`src/rtl/alu_seq.sv`:
```
// Sequencer that issues one request to an external ALU, waits ALU_LAT cycles, captures results/flags.
// Optional ALU_SEQ_DIV0_TRAP_EN: reject divide-by-zero requests as invalid instead of issuing them.
module alu_seq #(
  parameter int ALU_LAT = 1
) (
  input  logic        clk,
  input  logic        rst_n,
  input  logic        req_valid,
  output logic        req_ready,
  input  logic [7:0]  req_op,
  input  logic [15:0] req_a,
  input  logic [15:0] req_b,
  output logic        rsp_valid,
  input  logic        rsp_ready,
  output logic [15:0] rsp_lo,
  output logic [15:0] rsp_hi,
  output logic        rsp_err,
  output logic        flag_c,
  output logic        flag_z,
  output logic        flag_o,
  output logic [15:0] alu_a,
  output logic [15:0] alu_b,
  output logic [7:0]  alu_op,
  output logic        alu_cf,
  input  logic [15:0] alu_acc,
  input  logic [15:0] alu_c,
  input  logic        alu_cflag,
  input  logic        alu_zflag,
  input  logic        alu_oflag
);

  typedef enum logic [1:0] {IDLE, EXEC, CAPT, DONE} state_t;

  state_t      state_q, state_d;
  logic [2:0]  cnt_q;
  logic [7:0]  op_q;
  logic        op_in_range;
  logic        div0;
  logic        issue;

  assign op_in_range = (req_op >= 8'h01) && (req_op <= 8'h11);

`ifdef ALU_SEQ_DIV0_TRAP_EN
  assign div0 = ((req_op == 8'h07) && (req_b[7:0] == 8'h00)) ||
                ((req_op == 8'h08) && (req_b == 16'h0000));
`else
  assign div0 = 1'b0;
`endif

  assign issue     = op_in_range && !div0;
  assign req_ready = (state_q == IDLE);
  assign rsp_valid = (state_q == DONE);
  assign alu_cf    = flag_c;

  always_comb begin
    state_d = state_q;
    case (state_q)
      IDLE: if (req_valid) state_d = issue ? EXEC : DONE;
      EXEC: if (cnt_q == 3'd1) state_d = CAPT;
      CAPT: state_d = DONE;
      DONE: if (rsp_ready) state_d = IDLE;
      default: state_d = IDLE;
    endcase
  end

  always_ff @(posedge clk or negedge rst_n) begin
    if (!rst_n) begin
      state_q <= IDLE;
      cnt_q   <= 3'd0;
      op_q    <= 8'h00;
      alu_a   <= 16'h0000;
      alu_b   <= 16'h0000;
      alu_op  <= 8'h00;
      rsp_lo  <= 16'h0000;
      rsp_hi  <= 16'h0000;
      rsp_err <= 1'b0;
      flag_c  <= 1'b0;
      flag_z  <= 1'b0;
      flag_o  <= 1'b0;
    end else begin
      state_q <= state_d;
      // alu_op is a one-cycle strobe; the ALU holds its outputs while it reads 0x00
      alu_op  <= 8'h00;
      case (state_q)
        IDLE: begin
          if (req_valid) begin
            if (issue) begin
              alu_a  <= req_a;
              alu_b  <= req_b;
              alu_op <= req_op;
              op_q   <= req_op;
              cnt_q  <= 3'(ALU_LAT);
            end else begin
              rsp_lo  <= 16'h0000;
              rsp_hi  <= 16'h0000;
              rsp_err <= 1'b1;
            end
          end
        end
        EXEC: cnt_q <= cnt_q - 3'd1;
        CAPT: begin
          rsp_lo  <= alu_acc;
          rsp_hi  <= ((op_q == 8'h06) || (op_q == 8'h08)) ? alu_c : 16'h0000;
          rsp_err <= 1'b0;
          if ((op_q >= 8'h01) && (op_q <= 8'h09)) begin
            flag_c <= alu_cflag;
            flag_z <= alu_zflag;
            flag_o <= alu_oflag;
          end
        end
        default: ;
      endcase
    end
  end

endmodule
```
`config.mk`:
```
export PLATFORM = sky130hd
export DESIGN_NAME = alu_seq
export DESIGN_NICKNAME = d
export VERILOG_FILES = /design/src/rtl/alu_seq.sv
export SDC_FILE = /design/constraint.sdc
export NUM_CORES = 1
export LEC_CHECK = 0
export ABC_AREA = 1
export BUFFER_PORTS_ARGS = -buffer_cell sky130_fd_sc_hd__buf_2
export CORE_UTILIZATION = 48
export DETAILED_ROUTE_END_ITERATION = 16
export HOLD_SLACK_MARGIN = 0.06
export PLACE_DENSITY = 0.86
export RECOVER_POWER = 25
export SLEW_MARGIN = 5
export SYNTH_ARGS = -nofsm -noshare
export SYNTH_HDL_FRONTEND = slang
export SYNTH_SLANG_ARGS = --single-unit
```
`constraint.sdc`:
```
create_clock -name clk -period 2.01 [get_ports clk]
set_input_delay 0.3015 -clock clk [delete_from_list [all_inputs] [get_ports clk]]
set_output_delay 0.3015 -clock clk [all_outputs]
set_load 0.01 [all_outputs]
```
==> run metrics, run 1 <==
Avg Inst Size Synth=roughly 8.2 µm²; crit path DAT=2.06 ns; area post-placement=0.00480 mm²; clk root buf=clkbuf_8; maximum clock frequency=561 MHz; Rows=32; Final Cycle Share=88.7%; final setup vio count=0; Data required, critical path=between 2 and 2.5 ns; largest net degree at the start of global routing=44; leakage power=3.18 nW; clk_skew=0.0135 ns; hold_ws=0.149 ns; initial antenna violation count=0; TNS Setup=0 ns; Hold Path Class=input port to flop; Synth Cell Area=0.00394 mm²; most used cell, CP=inv_1; minimum clock period=about 1.8 ns; Fillers=665; Nets=723; worst-margin pin slew=~1.1 ns; initial core utilization=50.2%; CP max FO=17; drt drc=0; kind of critical path=flop to flop; Clock transition at path regs=around 0.080 ns; Seq/Total Area, Yosys=56.6%; Core ar.=0.00785 mm²; Setup crit end kind=flop; dpl hpwl=about 6600 µm; maximum vdd drop=0.600 mV; GRT overflow=0; CTS sink count=89; Crit path largest cell delay=a little under 0.6 ns; vias in the first global route=3375; crit path launch type=flop; number of CTS-inserted buffers=9; yosys warns=0; Power Density=~1300 mW/mm²; Vias=3458; first-pass GRT wire length=15300 µm; post-route cell area=between 0.005 and 0.006 mm²; CTS tree=built; Max Root-Sink Buffers=2; Clock Latency Late Sink=0.34 ns; Max transition margin=between 20% and 30%; CP max-delay cell=nor2_2; Final Hold Vio Count=0; total power=0.00635 W; Antenna Violating Nets Remaining=0; 1st-iter DRT viols=~130; Diodes inserted=0; die area=0.00857 mm²; Area growth syn-to-layout=27.4%; Chip Width=92.6 µm; crit path cell chain=inv_1, ha_1, inv_1, nor2_1, nor2_2, nand3_1, nand2_1; H-tree levels=3; status=finished clean; wire length per cell=roughly 12 µm; I/O pin cnt=around 160; final core occ=about 64%; GRT Total Usage=22.7%; synthesized flop and latch total=89; Synth cell types=21; number of vias per cell=between 4 and 5; RSZ-0062 raised after global routing=false; R2R depth=7; die height=a little over 90 µm; Hold Path Cell Cnt=3; GPL Wtd Cong=between 0.7 and 0.8; Mapped Cells=around 480; max-slew violations=0; PortBufs=between 150 and 200; layout cells sized above 1=29.1%; final WL=9260 µm; Pre-Repair DR Iteration Count=4; max cap viols=0
-- flip-flops by register name, summed over array words and instances, names as in the netlist --
| name | count |
|---|---|
| alu_b | 16 |
| flag_o | 1 |
| alu_a | 16 |
| rsp_lo | 16 |
| cnt_q | 3 |
| rsp_err | 1 |
| flag_z | 1 |
| op_q | 8 |
| alu_cf | 1 |
| state_q | 2 |
| rsp_hi | 16 |
| alu_op | 8 |
-- report_power, final --
part | internal, W | switching, W
clock | 0.000605 | 0.000615
combinational | 0.000911 | 0.00154
sequential | 0.00234 | 0.000339
-- worst paths after layout --
check                                             from                endpoint  slack [ns]
worst min register to register   rsp_lo[2]$_DFFE_PN0P_   rsp_lo[2]$_DFFE_PN0P_        0.47
max in group asynchronous                        rst_n    alu_b[8]$_DFFE_PN0P_        0.47
worst max register to register  state_q[0]$_DFFE_PN0P_   rsp_hi[7]$_DFFE_PN0P_        0.23
worst max-delay path            state_q[0]$_DFFE_PN0P_   rsp_hi[7]$_DFFE_PN0P_        0.23
min in group asynchronous                        rst_n  rsp_hi[11]$_DFFE_PN0P_        0.71
worst min-delay path                          req_a[0]    alu_a[0]$_DFFE_PN0P_        0.15
-- cell usage after synthesis --
cell type	number	area, µm²
xnor2_1	1	8.76
nor3_1	1	5.00
nand3_1	37	185
o21ai_1	5	25.0
nor2_1	38	143
nand2_4	1	11.3
o21ai_0	6	30.0
nand4_4	2	42.5
nand2_1	211	792
nor3_4	1	16.3
ha_1	6	75.1
inv_1	55	206
dfrtp_1	89	2230
buf_2	12	60.1
inv_2	1	3.75
buf_4	2	15.0
nor2_4	1	11.3
a21oi_1	1	5.00
buf_6	6	67.6
clkbuf_1	1	3.75
conb_1	1	3.75
-- area by class of cell --
class                   count  area, µm²  area share (%)
clock buffers              11        141            2.82
clock inverters             5       55.1            1.10
inverters                  56        210            4.19
multi-input cells         315       1370            27.3
flip-flops and latches     89       2230            44.4
well taps                 102        128            2.54
repair buffers            167        886            17.7
-- critical path, delay by kind of cell (launching register included) --
kind	cells	cell delay (ns)
DFF	1	0.40
adders and majority gates	1	0.23
and+or+nand+nor	4	0.92
buffers and inverters	2	0.16
-- kinds of logic (layout without fill, tap and decap cells) --
group                    Yosys count  count (layout)  synth area share (%)
AO/OA/AOI/OAI                     12              12                  1.53
XOR/XNOR                           1               1                 0.222
adder cells (fa/ha/maj)            6               6                  1.91
buffers and inverters             77             239                  9.06
flip-flops                        89              89                  56.6
other                              1               3                0.0952
AND/OR/NAND/NOR                  292             293                  30.6
-- cells in the final DEF (no fill, tap or decap), types with 3 or more instances in the layout --
| cell | count |
|---|---|
| nand2_1 | 210 |
| buf_2 | 154 |
| dfrtp_1 | 89 |
| inv_1 | 55 |
| nor2_1 | 38 |
| nand3_1 | 37 |
| clkbuf_8 | 10 |
| buf_4 | 7 |
| o21ai_0 | 6 |
| ha_1 | 6 |
| o21ai_1 | 5 |
| conb_1 | 3 |
| clkbuf_1 | 3 |
-- per-layer routing --
metal / track usage, % / vias to the layer above / wire length [µm]
met5: 0 / - / 0
met4: 7.68 / 0 / 118
met3: 6.16 / 10 / 763
met2: 37.7 / 153 / 4350
met1: 28.6 / 1555 / 4030
li1: - / 1740 / -
-- per-stage QoR --
| stage | setup WS (ns) | cells |
|---|---|---|
| after CTS | 0.0285 | 744 |
| after global placement | -0.0386 | 726 |
| final | 0.227 | 745 |
| after global routing | 0.0206 | 745 |
| after floorplan | 0.453 | 480 |
| after detailed placement | -0.178 | 726 |
-- repair_timing --
action,4_1_cts,5_1_grt
buffers inserted,0,1
pin swaps,1,1
gates cloned,1,0
setup endpoints to repair,33,33
hold buffers,1,0
gates resized for setup,0,1
hold endpoints to repair,41,0
Note: power is estimated with default switching activity, not from simulation.
==> run 2, diff against run 1 <==
CORE_UTILIZATION = 40   (was 48)
PLACE_DENSITY = 0.68   (was 0.86)
TNS_END_PERCENT = 10   (was unset)
==> run metrics, run 2 (synthesis gave the netlist of run 1 again) <==
status=finished clean; drt drc=0 (unchanged); number of CTS-inserted buffers=9 (unchanged); kind of critical path=flop to flop; layout cells sized above 1=29.7% (+0.64 points); crit path cell chain=inv_1, ha_1, inv_1, nor2_2, nor2_2, nand3_1, nand2_1; CTS sink count=89 (unchanged); first-pass GRT wire length=14900 µm (-2.4%); Power Density=1270 mW/mm² (+0.22%); Hold Path Cell Cnt=3 (unchanged); Pre-Repair DR Iteration Count=4 (unchanged); initial antenna violation count=0 (unchanged); Hold Path End=alu_b[6]$_DFFE_PN0P_; worst-margin pin slew=1.00 ns (-0.113 ns); I/O pin cnt=158 (unchanged); maximum clock frequency=554 MHz (-1.2%); GPL Wtd Cong=0.782 (+2.3%); leakage power=3.20 nW (+0.83%); total power=0.00646 W (+1.7%); Diodes inserted=0 (unchanged); largest net degree at the start of global routing=39 (-11%); Clock transition at path regs=0.09 ns (about the same); Crit path largest cell delay=0.61 ns (+0.02 ns); 1st-iter DRT viols=89 (-32%); Final Hold Vio Count=0 (unchanged); Vias=3438 (-0.58%); max-slew violations=0 (unchanged); Max Root-Sink Buffers=2 (unchanged); GRT Total Usage=18.6% (-4.1 points); max cap viols=0 (unchanged); Fillers=922 (+39%); RSZ-0062 raised after global routing=false; commonest non-fill, non-tap cell in the layout=nand2_1; crit path DAT=2.09 ns (+0.03 ns); Final Cycle Share=89.8% (+1.1 points); Hold Path Class=input port to flop; crit path launch type=flop; Area growth syn-to-layout=29.4%; GRT overflow=0 (unchanged); reg-to-reg startpoint=state_q[0]$_DFFE_PN0P_; minimum clock period=1.81 ns (+0.0220 ns); Data required, critical path=2.30 ns (about the same); wire length per cell=11.8 µm (-5.4%); die area=0.0102 mm² (+20%); Chip Width=101 µm (+9.3%); number of vias per cell=4.44 (-4.4%); RR Endpoint=rsp_hi[7]$_DFFE_PN0P_; Clock Latency Late Sink=0.35 ns (about the same); Antenna Violating Nets Remaining=0 (unchanged); Core ar.=0.00937 mm² (+19%); CP max FO=17 (unchanged); initial core utilization=42.0% (-8.2 points); CTS tree=built; final setup vio count=0 (unchanged); PortBufs=157 (unchanged); CP max-delay cell=nor2_2; HP Start=req_b[6]; Setup crit end kind=flop; most frequent cells in the layout=210 x nand2_1, 156 x buf_2, 89 x dfrtp_1; Setup WS pre-CTS=-0.194 ns (-0.0169 ns); Max transition margin=33.3% (+7.5 points); Nets=726 (+0.41%); die height=101 µm (+9.3%); clk root buf=clkbuf_8; vias in the first global route=3291 (-2.5%); R2R depth=7 (unchanged); post-route setup slack=0.205 ns (-0.0220 ns); worst reg2reg setup slack=0.20 ns (-0.02 ns); H-tree levels=3 (unchanged); Rows=35 (+9.4%); final WL=9120 µm (-1.6%); clk_skew=0.0116 ns (-0.00186 ns); dpl hpwl=6390 µm (-2.9%); maximum vdd drop=0.627 mV (+4.6%)
run 2: cell count changes in the layout (fill, tap and decap cells not counted), sizes merged:
cell,previous run,this run
clkinv,2,1
bufinv,1,2
buf,163,168
clkbuf,14,12
run 2: power breakdown:
part | leakage [nW] | switching, W | total [W] | internal [W]
clock network | 0.0995 | 0.000615 | 0.00131 | 0.000700
registers | 1.17 | 0.000331 | 0.00267 | 0.00234
logic | 1.94 | 0.00152 | 0.00247 | 0.000950
total | 3.20 | 0.00247 | 0.00646 | 0.00399
run 2: metrics by stage:
step | area [µm²] | hold slack, ns | std cells | setup TNS (ns) | util [%]
6_report | 5090 | 0.146 | 775 | 0 | 54.4
3_5_place_dp | 4840 | 0.317 | 754 | -5.85 | 51.7
2_1_floorplan | 3950 | 0.00591 | 480 | 0 | -
4_1_cts | 5070 | 0.127 | 772 | 0 | 54.1
3_3_place_gp | 4840 | 0.313 | 754 | -2.83 | 51.7
5_1_grt | 5090 | 0.122 | 775 | 0 | 54.4
run 2: worst max-delay path by stage:
stage                                start                     to  depth (start not counted)
detailed placement  state_q[0]$_DFFE_PN0P_  rsp_hi[6]$_DFFE_PN0P_                          8
floorplan           state_q[0]$_DFFE_PN0P_    rsp_err$_DFFE_PN0P_                          8
finish              state_q[0]$_DFFE_PN0P_  rsp_hi[7]$_DFFE_PN0P_                          7
CTS                 state_q[0]$_DFFE_PN0P_  rsp_hi[1]$_DFFE_PN0P_                          8
global route        state_q[0]$_DFFE_PN0P_  rsp_hi[2]$_DFFE_PN0P_                          9
global placement    state_q[0]$_DFFE_PN0P_  rsp_hi[4]$_DFFE_PN0P_                          8
run 2: layout make-up:
class	count	area (µm²)	share of cell area [%]
repair buffers	170	911	17.9
clock buffers	11	131	2.58
inverters	56	210	4.13
well taps	129	161	3.17
multi-input cells	315	1370	26.9
clock inverters	5	80.1	1.57
flip-flops and latches	89	2230	43.7
run 2: timing repair:
item / in CTS / in global routing
cloned: 1 / 0
hold buffers: 1 / 0
pin swaps: 1 / 1
setup endpoints to repair: 33 / 33
hold endpoints to repair: 36 / 0
buffers inserted: 0 / 3
resized for setup: 0 / 2
run 2: critical path, delay by kind of cell, from the launching register on:
family        cells  cell delay, ns
flops             1            0.41
buf+inv           2            0.18
simple gates      4            0.94
fa+ha+maj         1            0.23
run 2: per-layer routing:
layer / global-route usage (%) / part of all wire, % / vias up
met4: 5.69 / 0.89 / 0
met2: 30.0 / 44 / 144
li1: - / - / 1747
met5: 0 / 0 / -
met3: 4.83 / 8.2 / 9
met1: 24.9 / 47 / 1538
